===== src/rtl/dilithium_op_sequencer.sv =====
// dilithium_op_sequencer
//   Issues the full opcode sequence (keygen, verify or sign) to the Dilithium
//   core's 4-bit op/ready port from a single start/mode request. Each opcode is
//   held on op_o/op_valid_o until the core accepts it. After an accept, a guard
//   window masks the core's ready line. The sequencer then waits for the core to
//   become ready again before it issues the next opcode. Each wait on a single
//   opcode is bounded by a timeout, abort cancels a run, and a saturating counter
//   records how long the run took.
//
// Ports
//   clk, rst        clock, synchronous active-high reset
//   start_i         run request, sampled only while idle
//   mode_i  [1:0]   0=keygen, 1=verify, 2=sign, 3=illegal
//   abort_i         cancel the current run (ignored while idle)
//   op_o    [OP_W]  opcode to the core
//   op_valid_o      opcode valid
//   op_ready_i      core idle and able to accept an opcode
//   busy_o          run in progress
//   step_o  [1:0]   index of the opcode currently issued or awaited
//   done_o          1-cycle pulse on run completion
//   err_o           1-cycle pulse on error
//   err_code_o[1:0] 0=none, 1=illegal mode, 2=timeout, 3=aborted
//   cycles_o[CNT_W] start-acceptance cycle through done cycle, saturating
module dilithium_op_sequencer #(
  parameter int OP_W           = 4,
  parameter int GUARD_CYCLES   = 1,
  parameter int TIMEOUT_CYCLES = 65535,
  parameter int CNT_W          = 32
) (
  input  logic             clk,
  input  logic             rst,
  input  logic             start_i,
  input  logic [1:0]       mode_i,
  input  logic             abort_i,
  output logic [OP_W-1:0]  op_o,
  output logic             op_valid_o,
  input  logic             op_ready_i,
  output logic             busy_o,
  output logic [1:0]       step_o,
  output logic             done_o,
  output logic             err_o,
  output logic [1:0]       err_code_o,
  output logic [CNT_W-1:0] cycles_o
);

  typedef enum logic [2:0] {IDLE, ISSUE, GUARD, WAIT, FINISH} state_t;

  // The guard counter runs 0..GUARD_CYCLES-1.
  // The wait counter runs 0..TIMEOUT_CYCLES-1.
  localparam int            GW     = (GUARD_CYCLES > 1) ? $clog2(GUARD_CYCLES) : 1;
  localparam int            TW     = (TIMEOUT_CYCLES > 1) ? $clog2(TIMEOUT_CYCLES) : 1;
  localparam logic [GW-1:0] G_LAST = GW'(GUARD_CYCLES - 1);
  localparam logic [TW-1:0] T_LAST = TW'(TIMEOUT_CYCLES - 1);
  localparam bit            T_EN   = (TIMEOUT_CYCLES != 0);

  function automatic logic [CNT_W-1:0] sat_inc(input logic [CNT_W-1:0] v);
    return (&v) ? v : v + CNT_W'(1);
  endfunction

  function automatic logic [OP_W-1:0] op_lookup(input logic [1:0] mode,
                                                input logic [1:0] idx);
    logic [3:0] code;
    code = 4'b0000;
    case ({mode, idx})
      4'b00_00: code = 4'b1111;  // keygen: STOR_SEED
      4'b00_01: code = 4'b0111;  //         KGEN
      4'b00_10: code = 4'b1001;  //         LOAD_SK
      4'b00_11: code = 4'b1000;  //         LOAD_PK
      4'b01_00: code = 4'b1100;  // verify: STOR_PK
      4'b01_01: code = 4'b1110;  //         STOR_SIG
      4'b01_10: code = 4'b0001;  //         DIGEST_MSG
      4'b01_11: code = 4'b0100;  //         VRFY
      4'b10_00: code = 4'b1101;  // sign:   STOR_SK
      4'b10_01: code = 4'b0001;  //         DIGEST_MSG
      4'b10_10: code = 4'b0010;  //         SIGN
      4'b10_11: code = 4'b1010;  //         LOAD_SIG
      default:  code = 4'b0000;
    endcase
    return OP_W'(code);
  endfunction

  state_t            state_q, state_d;
  logic [1:0]        mode_q, mode_d;
  logic [CNT_W-1:0]  run_cnt_q, run_cnt_d;
  logic [TW-1:0]     wcnt_q, wcnt_d;
  logic [GW-1:0]     gcnt_q, gcnt_d;
  logic [OP_W-1:0]   op_d;
  logic              op_valid_d, busy_d, done_d, err_d;
  logic [1:0]        step_d, err_code_d;
  logic [CNT_W-1:0]  cycles_d;
  logic              in_wait_state;
  logic              timeout_hit;

  // The wait counter runs only in states that depend on the core's ready line.
  assign in_wait_state = (state_q == ISSUE) || (state_q == WAIT) || (state_q == FINISH);
  assign timeout_hit   = T_EN && in_wait_state && (wcnt_q == T_LAST);

  always_comb begin
    state_d    = state_q;
    mode_d     = mode_q;
    step_d     = step_o;
    op_d       = op_o;
    op_valid_d = op_valid_o;
    busy_d     = busy_o;
    done_d     = 1'b0;
    err_d      = 1'b0;
    err_code_d = err_code_o;
    cycles_d   = cycles_o;
    run_cnt_d  = run_cnt_q;
    wcnt_d     = wcnt_q;
    gcnt_d     = gcnt_q;

    if (state_q != IDLE) run_cnt_d = sat_inc(run_cnt_q);
    if (in_wait_state)   wcnt_d    = wcnt_q + TW'(1);

    if (state_q == IDLE) begin
      if (start_i) begin
        if (mode_i == 2'd3) begin
          err_d      = 1'b1;
          err_code_d = 2'd1;
        end else begin
          mode_d     = mode_i;
          step_d     = 2'd0;
          op_d       = op_lookup(mode_i, 2'd0);
          op_valid_d = 1'b1;
          busy_d     = 1'b1;
          err_code_d = 2'd0;
          cycles_d   = '0;
          // The start-acceptance cycle is the first cycle counted.
          run_cnt_d  = CNT_W'(1);
          wcnt_d     = '0;
          state_d    = ISSUE;
        end
      end
    end else if (abort_i || timeout_hit) begin
      // Abort outranks timeout. Both outrank any accept or ready in this cycle.
      state_d    = IDLE;
      op_valid_d = 1'b0;
      busy_d     = 1'b0;
      step_d     = 2'd0;
      err_d      = 1'b1;
      err_code_d = abort_i ? 2'd3 : 2'd2;
    end else begin
      case (state_q)
        ISSUE: begin
          if (op_ready_i) begin
            op_valid_d = 1'b0;
            gcnt_d     = '0;
            state_d    = GUARD;
          end
        end
        GUARD: begin
          // The core may still show ready from before it took the opcode.
          if (gcnt_q == G_LAST) begin
            wcnt_d  = '0;
            state_d = (step_o == 2'd3) ? FINISH : WAIT;
          end else begin
            gcnt_d = gcnt_q + GW'(1);
          end
        end
        WAIT: begin
          if (op_ready_i) begin
            step_d     = step_o + 2'd1;
            op_d       = op_lookup(mode_q, step_o + 2'd1);
            op_valid_d = 1'b1;
            wcnt_d     = '0;
            state_d    = ISSUE;
          end
        end
        FINISH: begin
          if (op_ready_i) begin
            done_d   = 1'b1;
            cycles_d = sat_inc(run_cnt_q);
            busy_d   = 1'b0;
            step_d   = 2'd0;
            state_d  = IDLE;
          end
        end
        default: state_d = IDLE;
      endcase
    end
  end

  always_ff @(posedge clk) begin
    if (rst) begin
      state_q    <= IDLE;
      op_o       <= '0;
      op_valid_o <= 1'b0;
      busy_o     <= 1'b0;
      step_o     <= 2'd0;
      done_o     <= 1'b0;
      err_o      <= 1'b0;
      err_code_o <= 2'd0;
      cycles_o   <= '0;
    end else begin
      state_q    <= state_d;
      op_o       <= op_d;
      op_valid_o <= op_valid_d;
      busy_o     <= busy_d;
      step_o     <= step_d;
      done_o     <= done_d;
      err_o      <= err_d;
      err_code_o <= err_code_d;
      cycles_o   <= cycles_d;
    end
  end

  // Working registers are always reinitialised before use, so they carry no reset.
  always_ff @(posedge clk) begin
    mode_q    <= mode_d;
    run_cnt_q <= run_cnt_d;
    wcnt_q    <= wcnt_d;
    gcnt_q    <= gcnt_d;
  end

endmodule


===== config.mk =====
export PLATFORM = sky130hd
export DESIGN_NAME = dilithium_op_sequencer
export DESIGN_NICKNAME = d
export VERILOG_FILES = /design/src/rtl/dilithium_op_sequencer.sv
export SDC_FILE = /design/constraint.sdc
export NUM_CORES = 1
export LEC_CHECK = 0
export CAP_MARGIN = 20
export CORE_ASPECT_RATIO = 1.2
export CORE_MARGIN = 4
export CORE_UTILIZATION = 35
export DETAILED_ROUTE_END_ITERATION = 7
export SYNTH_ARGS = -nofsm -noshare
export SYNTH_HDL_FRONTEND = slang
export SYNTH_SLANG_ARGS = --single-unit

===== constraint.sdc =====
create_clock -name clk -period 2.56 [get_ports clk]
set_input_delay 0.512 -clock clk [delete_from_list [all_inputs] [get_ports clk]]
set_output_delay 0.512 -clock clk [all_outputs]
set_load 0.01 [all_outputs]

# Yosys cells after proc, flatten, opt, wreduce, memory -nomap -nowiden
# Memory sizes are Yosys's and may differ from the RTL's.
# Index checks and enable logic that the tools add are counted.
# word_totals
input_bits,7
latch_bits,0
mem_count,1
elab_cells,131
rom_bits,64
ff_bits,98
ram_bits,0
# classes
addsub,4
n_mul,0
n_bitwise,4
n_reduce_logical,27
muxes,65
n_lt_le_gt_ge,0
n_eq_ne,17
shift,0
n_div,0
# memory_table
name,depth,width,rd,rd_ports_with_merged_regs,write_ports,line,source
(no name shown),16,4,1,0,0,64,"case ({mode, idx})"
# op_table
cell,n
32-bit 2-to-1 mux,11
16-bit 2-to-1 mux,7
"32-bit by 1-bit adder with 32-bit output, second input constant",1
16-bit case mux with 2 select lines,1
32-bit AND reduction,1
3-bit 2-to-1 mux,9
4-bit 2-to-1 mux,6
5-bit AND reduction,4
2-bit 2-to-1 mux,9
1-bit 2-to-1 mux,17
"16-bit by 1-bit adder with 16-bit output, second input constant",1
"16-bit equality test, second input constant",1
"4-bit by 2-bit inequality test with 1-bit output, second input constant",3
3-bit case mux with 4 select lines,1
4-bit case mux with 3 select lines,1
2-bit nonzero test,5
3-bit nonzero test,3
"2-bit inequality test, second input constant",4
4-bit AND reduction,2
4-bit nonzero test,2
"2-bit equality test, second input constant",3
"3-bit by 2-bit equality test with 1-bit output, second input constant",2
6-bit AND reduction,1
"4-bit inequality test, second input constant",1
other kinds (15),21

# Logic depth before layout (Yosys ltp)
# logic_depth
ltp_word,8
ltp_mapped,10
depth_no_buf,8

# Worst setup path after synthesis
# Ideal clock, no wire load.
# synth_path
kind,register -> register
from,register state_q[0]
to,register step_o[1]
path_stages_with_launch,8
path_slack_ns,0.494
t_required_ns,2.489
n_path_buf,1
arrival_time_ns,1.995
setup_time_ns,0.071
cell_sequence,dfxtp_1 buf_4 nor2_8 mux2i_2 o41ai_4 o21ai_2 or4b_1 a21oi_1
# synth_via
elab_chain_len,7
# synth_rtl
item,line,source
"start, declared",82,"state_t state_q, state_d;"
"start signal, assigned",196,state_q <= state_d;
3-bit by 1-bit equality test with 1-bit output or 3-bit by 2-bit equality test with 1-bit output (tied branches),"95, 144",
1-bit logical OR (2 in a row),95,assign in_wait_state = (state_q == ISSUE) || (state_q == WAIT) || (state_q == FINISH);
1-bit logical AND,96,assign timeout_hit = T_EN && in_wait_state && (wcnt_q == T_LAST);
1-bit logical OR,135,end else if (abort_i || timeout_hit) begin
"4-bit by 2-bit inequality test with 1-bit output (no line), or another cell as far along",-,
5-bit AND reduction (no line) or 2-bit 2-to-1 mux (tied branches),-,
"end signal, assigned",200,step_o <= step_d;
"end, declared",39,"output logic [1:0] step_o,"
# Several ways; a longest one is shown, not always the timed one.
# A chain may end at the register's enable or synchronous reset.

# Worst setup path after layout
# Same ends and word-level chain as after synthesis.

==> flow_summary.toml <==
[die]
start_util_pct = 35.8
core_area_um2 = 13200
rows = 46
io_pins = 51
dieArea_um2 = 15500
die-width_um = 114
die_h_um = 136

[clocking]
clockBufferDepth = 2
clk_latency_ps = 340
ctsResizeCount = 1
ctsHoldBuffers = 0
cts_tree = "done"
clockRootBuffer = "clkbuf_16"
htreeDepth = 3
numCtsBuffers = 9
clock-sinks = 97
path_clk_slew_ps = 70
post-cts-setup-buffers = 0

[worst_setup_path]
critPathSlowestCell = "o41ai_4"
cp_data_required_time_ps = 2840
cp-start-kind = "flop"
crit_chain = "mux2i_2 > o41ai_4 > o21ai_2 > or4b_1 > a21oi_1"
critical_path.max_stage_delay_ps = 690
crit_family = "compound AO/OA/AOI/OAI gates"
rr_startpoint = "state_q[0]$_SDFFE_PP0P_"
worstPathArrival_ps = 2690
worstSetupPathType = "reg -> reg"
end_kind = "flop"
crit_buf_inv = 0
cp-startpoint = "state_q[0]$_SDFFE_PP0P_"
critPathMaxFanout = 10

[routing]
firstDrtPassIters = 5
drc = 0
vias = 4279
wl_per_cell_um = 15.9
first_iter_violations = 246
wl_um = 12300
avgViaCountPerCell = 5.52
ant_nets = 0

[grt]
grt_antenna_before_repair = 0
grt_max_degree = 32
use_met1_pct = 20.1
grt_usage_pct = 16.4
grt_pass1_wl_um = 20600
grt_pass1_vias = 4193
use_met2_pct = 27.9
grt_overflow = 0
gr-max-usage-layer = "met2"
met3_usage_pct = 3.04

[synthesis]
syn-num-nets = 560
synth.area.top_cells = "dfxtp_1 (40%), xor2_1 (5.7%), nand2_1 (4.2%), o2bb2ai_1 (4.1%), nor2_1 (3.6%)"
netlist_area_um2 = 4740
avgSynthCellArea_um2 = 8.71
synth-xor-area-share_pct = 7.20
async_flop_share_pct = 0
ys_ff_latch = 97
synth_flop_cell = "dfxtp_1"
synthCells = 545
ys_seq_area_share_pct = 41.4
synth_compound_area_share_pct = 22.0
synth_simple_gate_area_share_pct = 21.7
yosysTopAreaCell = "dfxtp_1"
yosysWarnings = 0
synth_top_family_by_area = "compound AO/OA/AOI/OAI gates"
synth_top_area_share_pct = 40.1
synth-edff-count = 2
yosys.cell_types.count = 59
synthAdderAreaFrac_pct = 2.11
synth.area.mux_share_pct = 1.13

[sta]
whs_ps = 463
worst_pin_slew_ps = 692
setup_viol = 0
period_share_pct = 94.2
fin_skew_ps = 7.13
slew_headroom_pct = 53.5
fmax_ghz = 0.414
hold_viol = 0
rsz0062_at_grt = "false"
fin_crit_ps = 2410
report.final.slew_viol_count = 0

[place]
hpwl_um = 8780
place.gp.congestion = 0.838
io_buffers = 50
place_inst = 759

[power_and_ir_drop]
p_clk_share_pct = 37.8
sw_frac_of_total_pct = 26.6
ir_worst_vdd_v = 0.000330
p_per_area_nw_per_um2 = 605
power_mw = 3.53
p_seq_share_pct = 48.0
p_switching_mw = 0.941
internal_power_mw = 2.59
combPwrFrac_pct = 14.2
p_leak_nw = 2.13

[cells_and_area]
diodes = 0
drive_gt1_share_pct = 9.56
area_delta_synth_final_pct = 23.1
stdcell_count = 775
final_nets = 617

[job]
maxCapViolCount = 0

[worst_hold_path]
worstHoldPathType = "reg -> reg"
hp-start = "cycles_o[27]$_SDFFE_PP0P_"

[run_status]
outcome = "finished clean"
-- cells in the final DEF (no fill, tap or decap), drive strengths merged, types with 3 or more instances in the layout --
| cell | Yosys | layout |
|---|---|---|
| nor3 | 11 | 11 |
| o32ai | 3 | 3 |
| o31ai | 9 | 9 |
| buf | 12 | 30 |
| ha | 8 | 8 |
| xnor2 | 8 | 8 |
| o2bb2ai | 22 | 22 |
| a21oi | 30 | 30 |
| nor4 | 8 | 8 |
| nor2 | 46 | 46 |
| nand2 | 53 | 53 |
| inv | 14 | 14 |
| nand4 | 19 | 19 |
| nand3 | 21 | 21 |
| and3 | 10 | 10 |
| a31oi | 20 | 20 |
| mux2i | 5 | 5 |
| a22o | 7 | 7 |
| clkbuf | 22 | 13 |
| dfxtp | 95 | 95 |
| and4 | 11 | 11 |
| a211oi | 8 | 8 |
| nor2b | 3 | 3 |
| or3 | 3 | 3 |
| xor2 | 31 | 31 |
| o21ai | 30 | 30 |
| and2 | 7 | 7 |
| clkdlybuf4s50 | 0 | 50 |
| a21o | 6 | 6 |
-- power by group through the flow --
stage          sequential, mW  clock, mW  combinational (mW)
2_1_floorplan            1.71          0               0.329
3_3_place_gp             1.72          0               0.492
3_5_place_dp             1.73          0               0.501
4_1_cts                  1.69       1.37               0.504
5_1_grt                  1.71       1.44               0.557
6_report                 1.70       1.34               0.501
-- state kept, by name (all words and copies together), names as in the netlist, 2 cells and up --
| register | flops |
|---|---|
| mode_q | 2 |
| step_o | 2 |
| err_code_o | 2 |
| run_cnt_q | 32 |
| wcnt_q | 16 |
| cycles_o | 32 |
| op_o | 4 |
| state_q | 3 |
-- cells in the mapped netlist (all sizes together) (5+ instances only) --
cell type and number:
dfxtp 95, nor4 8, and2 7, nor3 11, a21o 6, o31ai 9, nand4 19, xnor2 8
and4 11, a21oi 30, nand2 53, o21ai 30, a22o 7, inv 14, a31oi 20, o2bb2ai 22
nor2 46, ha 8, and3 10, a211oi 8, nand3 21, xor2 31, mux2i 5, buf 12
clkbuf 22
-- routing by layer --
| metal | share of wire, % | vias up |
|---|---|---|
| met5 | 0 | - |
| met4 | 2.6 | 0 |
| met3 | 3.6 | 27 |
| met2 | 49 | 100 |
| met1 | 45 | 2038 |
| li1 | - | 2114 |
-- logic make-up after synthesis --
family,Yosys count
simple gates,197
compound gates,151
flops,97
buf+inv,48
xor+xnor,39
fa+ha+maj,8
mux,5
-- worst paths after layout --
kind	depth (start not counted)	endpoint	slack, ps
hold / removal	1	cycles_o[27]$_SDFFE_PP0P_	460
setup / recovery	5	step_o[1]$_SDFFE_PP0P_	150
hold reg to reg	1	cycles_o[27]$_SDFFE_PP0P_	460
setup reg to reg	5	step_o[1]$_SDFFE_PP0P_	150
-- stage by stage --
stage | cell area (um^2) | worst slack [ps] | setup TNS [ps] | util (%)
after floorplan | 4740 | 494 | 0 | -
after global placement | 5550 | 143 | 0 | 41.9
after detailed placement | 5550 | -50.6 | -172 | 41.9
after CTS | 5840 | 177 | 0 | 44.1
after global routing | 5840 | 12.0 | 0 | 44.1
final | 5840 | 147 | 0 | 44.1
-- cell type report --
type | instances | area [um^2]
Inverter | 14 | 52.6
Sequential cell | 97 | 1960
Tap cell | 168 | 210
Clock inverter | 3 | 40.0
Fill cell | 1305 | 7400
Multi-Input combinational cell | 400 | 2580
Timing Repair Buffer | 80 | 751
Clock buffer | 13 | 250
Power figures use the tool's default switching activity.
